### src/rtl/udp_clk_pkg.sv
// Shared types and constants for the UDP reference-clock timebase.
// Holds the FSM state encoding and the config validation rule.
package udp_clk_pkg;

  localparam int DEFAULT_WIDTH  = 32;
  localparam int DEFAULT_PERIOD = 100;
  localparam int DEFAULT_THRESH = 49;

  typedef enum logic [1:0] {
    IDLE  = 2'd0,
    RUN   = 2'd1,
    ARMED = 2'd2
  } state_t;

  // Arguments are widened to 64 bits so any WIDTH up to 64 can reuse the rule.
  function automatic logic is_cfg_valid(input logic [63:0] period, input logic [63:0] thresh);
    return (period >= 64'd2) && (thresh < period);
  endfunction

endpackage

### src/rtl/udp_cfg_shadow.sv
// Double-buffered period/threshold registers with validation and apply strobe.
// The FSM in the top decides whether an accepted config lands directly or waits.
module udp_cfg_shadow #(
  parameter int WIDTH          = 32,
  parameter int DEFAULT_PERIOD = 100,
  parameter int DEFAULT_THRESH = 49
) (
  input  logic             clk,
  input  logic             reset,
  input  logic             accept,
  input  logic             direct,
  input  logic             commit,
  input  logic [WIDTH-1:0] cfg_period,
  input  logic [WIDTH-1:0] cfg_thresh,
  output logic             cfg_ok,
  output logic [WIDTH-1:0] period_active,
  output logic [WIDTH-1:0] condition,
  output logic             cfg_err,
  output logic             cfg_applied
);
  import udp_clk_pkg::*;

  logic [WIDTH-1:0] shadow_period_r;
  logic [WIDTH-1:0] shadow_thresh_r;
  logic             pending_r;

  assign cfg_ok = is_cfg_valid(64'(cfg_period), 64'(cfg_thresh));

  // Active/shadow register update; commit of a pending config has priority.
  always_ff @(posedge clk or posedge reset) begin
    if (reset) begin
      shadow_period_r <= '0;
      shadow_thresh_r <= '0;
      pending_r       <= 1'b0;
      period_active   <= WIDTH'(DEFAULT_PERIOD);
      condition       <= WIDTH'(DEFAULT_THRESH);
      cfg_err         <= 1'b0;
      cfg_applied     <= 1'b0;
    end else begin
      cfg_err     <= accept && !cfg_ok;
      cfg_applied <= 1'b0;
      if (commit && pending_r) begin
        period_active <= shadow_period_r;
        condition     <= shadow_thresh_r;
        pending_r     <= 1'b0;
        cfg_applied   <= 1'b1;
      end else if (accept && cfg_ok && direct) begin
        period_active <= cfg_period;
        condition     <= cfg_thresh;
        cfg_applied   <= 1'b1;
      end else if (accept && cfg_ok) begin
        shadow_period_r <= cfg_period;
        shadow_thresh_r <= cfg_thresh;
        pending_r       <= 1'b1;
      end else begin
        pending_r <= pending_r;
      end
    end
  end

endmodule

### src/rtl/udp_period_counter.sv
// Wrapping timebase counter and threshold for the UDP reference-clock comparator.
// New period/threshold take effect only at a wrap so the derived clock has no runt pulse.
module udp_period_counter #(
  parameter int WIDTH          = udp_clk_pkg::DEFAULT_WIDTH,
  parameter int DEFAULT_PERIOD = udp_clk_pkg::DEFAULT_PERIOD,
  parameter int DEFAULT_THRESH = udp_clk_pkg::DEFAULT_THRESH
) (
  input  logic             clk,
  input  logic             reset,
  input  logic             enable,
  input  logic             cfg_valid,
  output logic             cfg_ready,
  input  logic [WIDTH-1:0] cfg_period,
  input  logic [WIDTH-1:0] cfg_thresh,
  output logic             cfg_err,
  output logic             cfg_applied,
  output logic [WIDTH-1:0] counter,
  output logic [WIDTH-1:0] condition,
  output logic             wrap
);
  import udp_clk_pkg::*;

  state_t           state_r;
  state_t           next_state_s;
  logic [WIDTH-1:0] counter_r;
  logic [WIDTH-1:0] count_next_s;
  logic             wrap_r;
  logic             wrap_next_s;
  logic             cfg_ready_r;
  logic             accept_s;
  logic             direct_s;
  logic             commit_s;
  logic             cfg_ok_s;
  logic             last_s;
  logic [WIDTH-1:0] period_active_s;

  assign accept_s = cfg_valid && cfg_ready_r;
  assign last_s   = (counter_r == (period_active_s - WIDTH'(1)));

  udp_cfg_shadow #(
    .WIDTH          (WIDTH),
    .DEFAULT_PERIOD (DEFAULT_PERIOD),
    .DEFAULT_THRESH (DEFAULT_THRESH)
  ) u_cfg_shadow (
    .clk           (clk),
    .reset         (reset),
    .accept        (accept_s),
    .direct        (direct_s),
    .commit        (commit_s),
    .cfg_period    (cfg_period),
    .cfg_thresh    (cfg_thresh),
    .cfg_ok        (cfg_ok_s),
    .period_active (period_active_s),
    .condition     (condition),
    .cfg_err       (cfg_err),
    .cfg_applied   (cfg_applied)
  );

  // Next-state, next-count and config routing; a config accepted on a rollover edge waits.
  always_comb begin
    next_state_s = state_r;
    count_next_s = counter_r;
    wrap_next_s  = 1'b0;
    direct_s     = 1'b0;
    commit_s     = 1'b0;
    case (state_r)
      IDLE: begin
        count_next_s = '0;
        direct_s     = 1'b1;
        next_state_s = enable ? RUN : IDLE;
      end
      RUN, ARMED: begin
        if (!enable) begin
          next_state_s = IDLE;
          count_next_s = '0;
          direct_s     = 1'b1;
          commit_s     = 1'b1;
        end else begin
          if (last_s) begin
            count_next_s = '0;
            wrap_next_s  = 1'b1;
            commit_s     = 1'b1;
            next_state_s = RUN;
          end else begin
            count_next_s = counter_r + WIDTH'(1);
            next_state_s = state_r;
          end
          next_state_s = (accept_s && cfg_ok_s) ? ARMED : next_state_s;
        end
      end
      default: begin
        next_state_s = IDLE;
        count_next_s = '0;
      end
    endcase
  end

  // State, counter and handshake registers.
  always_ff @(posedge clk or posedge reset) begin
    if (reset) begin
      state_r     <= IDLE;
      counter_r   <= '0;
      wrap_r      <= 1'b0;
      cfg_ready_r <= 1'b1;
    end else begin
      state_r     <= next_state_s;
      counter_r   <= count_next_s;
      wrap_r      <= wrap_next_s;
      cfg_ready_r <= (next_state_s != ARMED);
    end
  end

  assign counter   = counter_r;
  assign wrap      = wrap_r;
  assign cfg_ready = cfg_ready_r;

endmodule

### config.mk
export PLATFORM = sky130hd
export DESIGN_NAME = udp_period_counter
export DESIGN_NICKNAME = d
export VERILOG_FILES = /design/src/rtl/udp_clk_pkg.sv /design/src/rtl/udp_cfg_shadow.sv /design/src/rtl/udp_period_counter.sv
export SDC_FILE = /design/constraint.sdc
export NUM_CORES = 1
export LEC_CHECK = 0
export ABC_AREA = 1
export BUFFER_PORTS_ARGS = -buffer_cell sky130_fd_sc_hd__buf_2
export CORE_MARGIN = 5
export CORE_UTILIZATION = 25
export DETAILED_ROUTE_END_ITERATION = 8
export HOLD_SLACK_MARGIN = 0.1
export SYNTH_ARGS = -nofsm -noshare
export SYNTH_HDL_FRONTEND = slang
export SYNTH_HIERARCHICAL = 1
export SYNTH_SLANG_ARGS = --single-unit
### constraint.sdc
create_clock -name clk -period 5.4 [get_ports clk]
set_input_delay 0.54 -clock clk [delete_from_list [all_inputs] [get_ports clk]]
set_output_delay 0.54 -clock clk [all_outputs]
set_load 0.01 [all_outputs]
Word-level counts from Yosys, hierarchy flattened
Cells that the tools add are included.

Flip-flop bits (word level): 167. Input port bits: 68. Output and inout bits: 68. Logic and storage cells: 59.

$add $sub $neg: 2. Magnitude comparators: 2. Eq/ne operators: 5. Mux-type cells: 24. Bitwise gates (word level): 2. Reduce and logical (&&, ||, !) cells: 13.

Operator list (count): 2-to-1 mux 32 bit (7); adder 32 x 1 -> 32 bit (second input constant) (1); == test 32 bit (1); >= comparator 32 x 2 -> 1 bit (second input constant) (1); < comparator 32 bit (1); subtractor 32 x 1 -> 32 bit (second input constant) (1); 2-to-1 mux 1 bit (12); logical AND 1 bit (6); 2-to-1 mux 2 bit (3); case mux 2 bit (2 select lines) (1); nonzero test 2 bit (2); AND reduction 3 bit (1); == test 2 x 1 -> 1 bit (second input constant) (1); == test 2 bit (second input constant) (1); logical NOT 2 bit (1); inequality test 2 x 1 -> 1 bit (second input constant) (1); inequality test 2 bit (second input constant) (1); inverter 1 bit (2); case mux 1 bit (2 select lines) (1); AND reduction 2 bit (1); OR reduction 2 bit (1); logical NOT 1 bit (1).

Logic depth before layout (Yosys ltp)
Depth after elaboration: 8. Mapped depth: 24. Mapped depth without buffers: 22.

Hierarchy
Netlist, hierarchy kept.

Modules (own cells, without submodules): udp_cfg_shadow (times used 1, cells each 904, area each 7031.7 um^2, seq. area each 3285.7 um^2); udp_period_counter (times used 1, cells each 549, area each 3480.8 um^2, seq. area each 902.1 um^2).

Worst setup path after synthesis
OpenSTA, ideal clock, no wires.

Path type: reg-to-reg. Start: register u_cfg_shadow.period_active[0]. End: register u_cfg_shadow.period_active[18]. Arrival: 2717 ps. Required time: 5283 ps. Setup slack: 2566 ps. Stages on the path, launching flop included: 22. Path buffers: 2. Period minus slack after synthesis: 2834 ps. Cell sequence: dfrtp_1 inv_1 ha_1 nand2_2 nor2_2 nand3_1 inv_1 nand2_1 nand2_1 nand2_1 nor2_1 nand2_1 nor2_1 nand2_2 a21oi_1 nand2_1 inv_1 buf_2 buf_2 o21ai_0 nand2_1 nand2_1.

Word-level cells in the longest chain between the ends: 7. Elaborated cells between the ends (all ways): 8. Those cells by class: add/sub (1); eq/ne (1); mux (4); reduce/logical (2).

Ends and longest elaborated chain: start, declared (line udp_cfg_shadow.sv:16) `output logic [WIDTH-1:0] period_active,`; start signal, assigned (line udp_cfg_shadow.sv:35) `period_active <= WIDTH'(DEFAULT_PERIOD);`; start signal, assigned (line udp_cfg_shadow.sv:43) `period_active <= shadow_period_r;`; start signal, assigned (line udp_cfg_shadow.sv:48) `period_active <= cfg_period;`; subtractor 32 x 1 -> 32 bit * (line udp_period_counter.sv:38) `assign last_s = (counter_r == (period_active_s - WIDTH'(1)));`; == test 32 bit * (line udp_period_counter.sv:38); 2-to-1 mux 1 bit * (line udp_period_counter.sv:79) `if (last_s) begin`; 2-to-1 mux 1 bit * (line udp_period_counter.sv:73) `if (!enable) begin`; 2-to-1 mux 1 bit * (line udp_period_counter.sv:66) `case (state_r)`; net commit_s (line udp_period_counter.sv:32) `logic commit_s;`; logical AND 1 bit * (line udp_cfg_shadow.sv:42) `if (commit && pending_r) begin`; 2-to-1 mux 32 bit / nonzero test 2 bit (equally long branches).

Mark *: on every way through the listed nets, which the timed path passes. The rest lies on a longest branch. A chain may end at the register's enable or synchronous reset.

Worst setup path after layout
Start: register u_cfg_shadow.period_active[3]. End: register u_cfg_shadow.condition[23].

Word-level cells in the longest chain between the ends: 7. Elaborated cells between the ends (all ways): 8. Those cells by class: add/sub (1); eq/ne (1); mux (4); reduce/logical (2).

Ends and longest elaborated chain: subtractor 32 x 1 -> 32 bit * (line udp_period_counter.sv:38); == test 32 bit * (line udp_period_counter.sv:38); 2-to-1 mux 1 bit * (line udp_period_counter.sv:79); 2-to-1 mux 1 bit * (line udp_period_counter.sv:73); 2-to-1 mux 1 bit * (line udp_period_counter.sv:66); net commit_s (line udp_period_counter.sv:32); logical AND 1 bit * (line udp_cfg_shadow.sv:42); 2-to-1 mux 32 bit / nonzero test 2 bit (equally long branches); end signal, assigned (line udp_cfg_shadow.sv:36) `condition <= WIDTH'(DEFAULT_THRESH);`; end signal, assigned (line udp_cfg_shadow.sv:44) `condition <= shadow_thresh_r;`; end signal, assigned (line udp_cfg_shadow.sv:49) `condition <= cfg_thresh;`; end, declared (line udp_cfg_shadow.sv:17) `output logic [WIDTH-1:0] condition,`.

Marked as above.

==> impl_metrics.ini <==
[floorplan]
initial_core_util = 0.252
core.rowCount = 75
core_area_um2 = 41800
chipHeight_um = 215
num_io_pins = 136
die_w_um = 215
dieArea_um2 = 46300

[place]
place_congestion = 0.930
io_buffers = 135
placed_cells_incl_taps = 2074
detailedPlacementHpwl_mm = 25.0
placedInstanceArea_um2 = 11500

[cts]
clock_tree.root_cell = clkbuf_16
cells_resized_by_post_cts_repair = 0
clk_latency_ns = 0.44
cts_bufs_inserted = 17
tritoncts = done
cts.path.max_buffers = 2
htreeDepth = 4
ctsHoldBuffers = 0
cts.repair_timing.setup_buffer_count = 0
clk_pin_slew_worst_paths_ns = 0.07
clock-sinks = 167

[worst_setup_path]
critPathLaunch = u_cfg_shadow/period_active[3]$_DFFE_PP0P_
cp_num_buf_inv = 2
delay_of_the_slowest_cell_on_the_worst_path_ns = 0.82
critical-path-top-delay-family = simple AND/OR/NAND/NOR gates
r2r.worst_path.cells = 19
r2r-start = u_cfg_shadow/period_active[3]$_DFFE_PP0P_
rr_endpoint = u_cfg_shadow/condition[23]$_DFFE_PP0P_
start_kind = register
cp-end-kind = register
path_class = reg -> reg
r2r_setup_slack_ns = 1.21
timing.critical_path.slowest_stage_cell = buf_4
worst-endpoint-arrival_ns = 4.57
cell_mode_on_critical_path = nand2_1
worst-endpoint-required_ns = 5.78
crit_path_max_fanout = 89
timing.critical_path.cells = nor2_1, nand2_1, nor2_2, nand2_1, o21bai_1, nand2_1, nand2_1, nor2_1, nand2_1, nor2_1, nand2_2, a21oi_1, nand2_4, buf_4, buf_4, nand2_1, nand2_1, nand2_1, nand2_1

[route]
ant_nets = 0
detail_route.wl_per_cell_um = 16.0
drt_pass1_iterations = 5
first_iter_violations = 881
final_wirelength_mm = 33.8
via_per_inst = 4.62
drt_drc_violations_left = 0
vias = 9732

[synth]
mappedNetlistArea_um2 = 10500
ys_ff_latch = 167
sequential_element_share_of_the_synthesized_area = 0.398
synth.top_cell.area_share = 0.381
syn-num-nets = 1556
synth_flop_cell = dfrtp_1
synth-warning-count = 6
post_synth.cell_area_avg_um2 = 7.24
synth_enable_flop_cells = 0
netlist_instances = 1453
synth_area_leader_cell = dfrtp_1
synth-async-reset-ratio = 1.00
synth_top_cells_by_area = dfrtp_1 38%, nand2_1 20%, nand4_1 4.8%
post_synth_num_cell_types = 40

[sta]
report.final.hold_viol_count = 0
skew_ns = 0.0130
setup-violations-final = 0
setup_repair_after_global_routing_missed_its_margin = false
final_min_period_over_clock_period = 0.776
post-route-min-period_ns = 4.19
report.final.slew_viol_count = 0
maximum_operating_frequency_ghz = 0.239
max-slew-margin-rel = 0.354
worst_pin_slew_ns = 0.969
totalNegativeSetupSlack_ns = 0

[global_routing]
grt_pass1_wl_mm = 53.9
grt_start_max_net_pins = 90
number_of_global_route_vias_before_repair = 9526
grt_antenna_before_repair = 1
grt_use_total = 0.145
grt_remaining_overflow = 0

[power_and_ir_drop]
p_per_area_nw_per_um2 = 417
power_leakage_nw = 6.32
max-vdd-ir-drop_uv = 261

[status]
run_status = finished, final reports clean

[cells_and_area]
layout.cell_area.non_filler_um2 = 12200
area_growth_pct = 15.6
share_of_cells_above_drive_strength_1 = 0.161
design.final.nets = 1657
fillCellCount = 4535
fin_cells = 2107

[flow_run]
timing.max_cap.violations = 0

[hold_path]
hp-class = in -> async
-- sequential cells by signal, summed over array words and instances (netlist names) --
register and count:
u_cfg_shadow/period_active 32, u_cfg_shadow/cfg_applied 1, u_cfg_shadow/shadow_period_r 32, u_cfg_shadow/shadow_thresh_r 32
u_cfg_shadow/pending_r 1, state_r 2, u_cfg_shadow/cfg_err 1, counter 32
cfg_ready 1, u_cfg_shadow/condition 32, wrap 1
-- cell type report --
| type | instances | area, µm² | share of cell area |
|---|---|---|---|
| Tap cell | 539 | 674 | 0.0555 |
| Clock inverter | 15 | 189 | 0.0155 |
| Multi-Input combinational cell | 1095 | 5400 | 0.445 |
| Antenna cell | 1 | 2.50 | 0.000206 |
| Timing Repair Buffer | 147 | 791 | 0.0651 |
| Inverter | 126 | 478 | 0.0393 |
| Sequential cell | 167 | 4190 | 0.345 |
| Clock buffer | 17 | 425 | 0.0350 |
-- metal layers --
layer | global-route usage | wire length, µm
met1 | 0.201 | 15300
met3 | 0.0256 | 2080
met2 | 0.240 | 16000
met5 | 0 | 0
met4 | 0.0297 | 358
-- through the flow --
step	hold slack [ns]	worst slack, ns	utilization	power [mW]
6_report	0.157	1.21	0.291	5.07
5_1_grt	0.244	0.796	0.291	5.46
4_1_cts	0.219	1.20	0.291	5.11
3_5_place_dp	0.458	1.24	0.276	3.79
3_3_place_gp	0.453	1.27	0.276	3.76
2_1_floorplan	0.442	1.37	-	3.22
-- cells by family after synthesis --
family	count (synthesis)	share of synthesized area
AOI/OAI and AO/OA	74	0.0375
xor gates and xnor gates	46	0.0383
and+or+nand+nor	940	0.396
adders and majority gates	35	0.0417
buffers and inverters	191	0.0883
DFF	167	0.398
-- how the worst max path moves through the flow --
stage,to,cells past startpoint
global route,u_cfg_shadow/condition[23]$_DFFE_PP0P_,19
finish,u_cfg_shadow/condition[23]$_DFFE_PP0P_,19
CTS,u_cfg_shadow/condition[23]$_DFFE_PP0P_,19
floorplan,u_cfg_shadow/cfg_applied$_DFF_PP0_,1
global placement,u_cfg_shadow/condition[31]$_DFFE_PP0P_,19
detailed placement,u_cfg_shadow/condition[23]$_DFFE_PP0P_,19
-- placed cells by master, fill, tap and decap left out, types with 3 or more instances in the layout --
cell	count
nor2_2	10
o21ai_0	45
ha_1	35
clkbuf_16	17
inv_1	105
clkinvlp_4	4
inv_8	5
xnor2_1	15
nand4_1	80
nand2_4	3
nor2_1	119
nand2_1	571
buf_2	135
nand4_2	3
xor2_1	31
nor3_1	23
nand3b_1	7
o21bai_1	4
buf_4	10
nand2_2	8
dfstp_2	7
nor2_4	4
inv_2	20
nor3_2	9
dfrtp_1	160
nand3_1	91
a21oi_1	22
-- worst reg2reg max path: stages (launching register included) --
cell	delay, ns
dfrtp_1	0.46
nor2_1	0.12
nand2_1	0.09
nor2_2	0.48
nand2_1	0.21
o21bai_1	0.18
nand2_1	0.07
nand2_1	0.06
nor2_1	0.05
nand2_1	0.06
nor2_1	0.04
nand2_2	0.14
a21oi_1	0.15
nand2_4	0.27
buf_4	0.50
buf_4	0.85
nand2_1	0.16
nand2_1	0.11
nand2_1	0.05
nand2_1	0.08
-- cells in the mapped netlist, types with 8 or more instances --
library cell and instances:
buf_6 22, a21oi_1 22, xnor2_1 15, nor3_2 9
nor2_1 119, clkbuf_1 28, nand2_1 572, nand2_2 8
xor2_1 31, ha_1 35, nor3_1 23, o21ai_0 45
nand3_1 91, dfrtp_1 160, nand4_1 80, nor2_2 10
inv_2 18, inv_1 108
-- report_power, final --
group          internal, mW  leakage, nW  switching [mW]
sequential             1.71         2.12           0.390
combinational         0.594         3.92            1.07
clock                 0.704        0.288           0.595
total                  3.01         6.32            2.06
No activity file was read; power rests on OpenSTA's default activity.
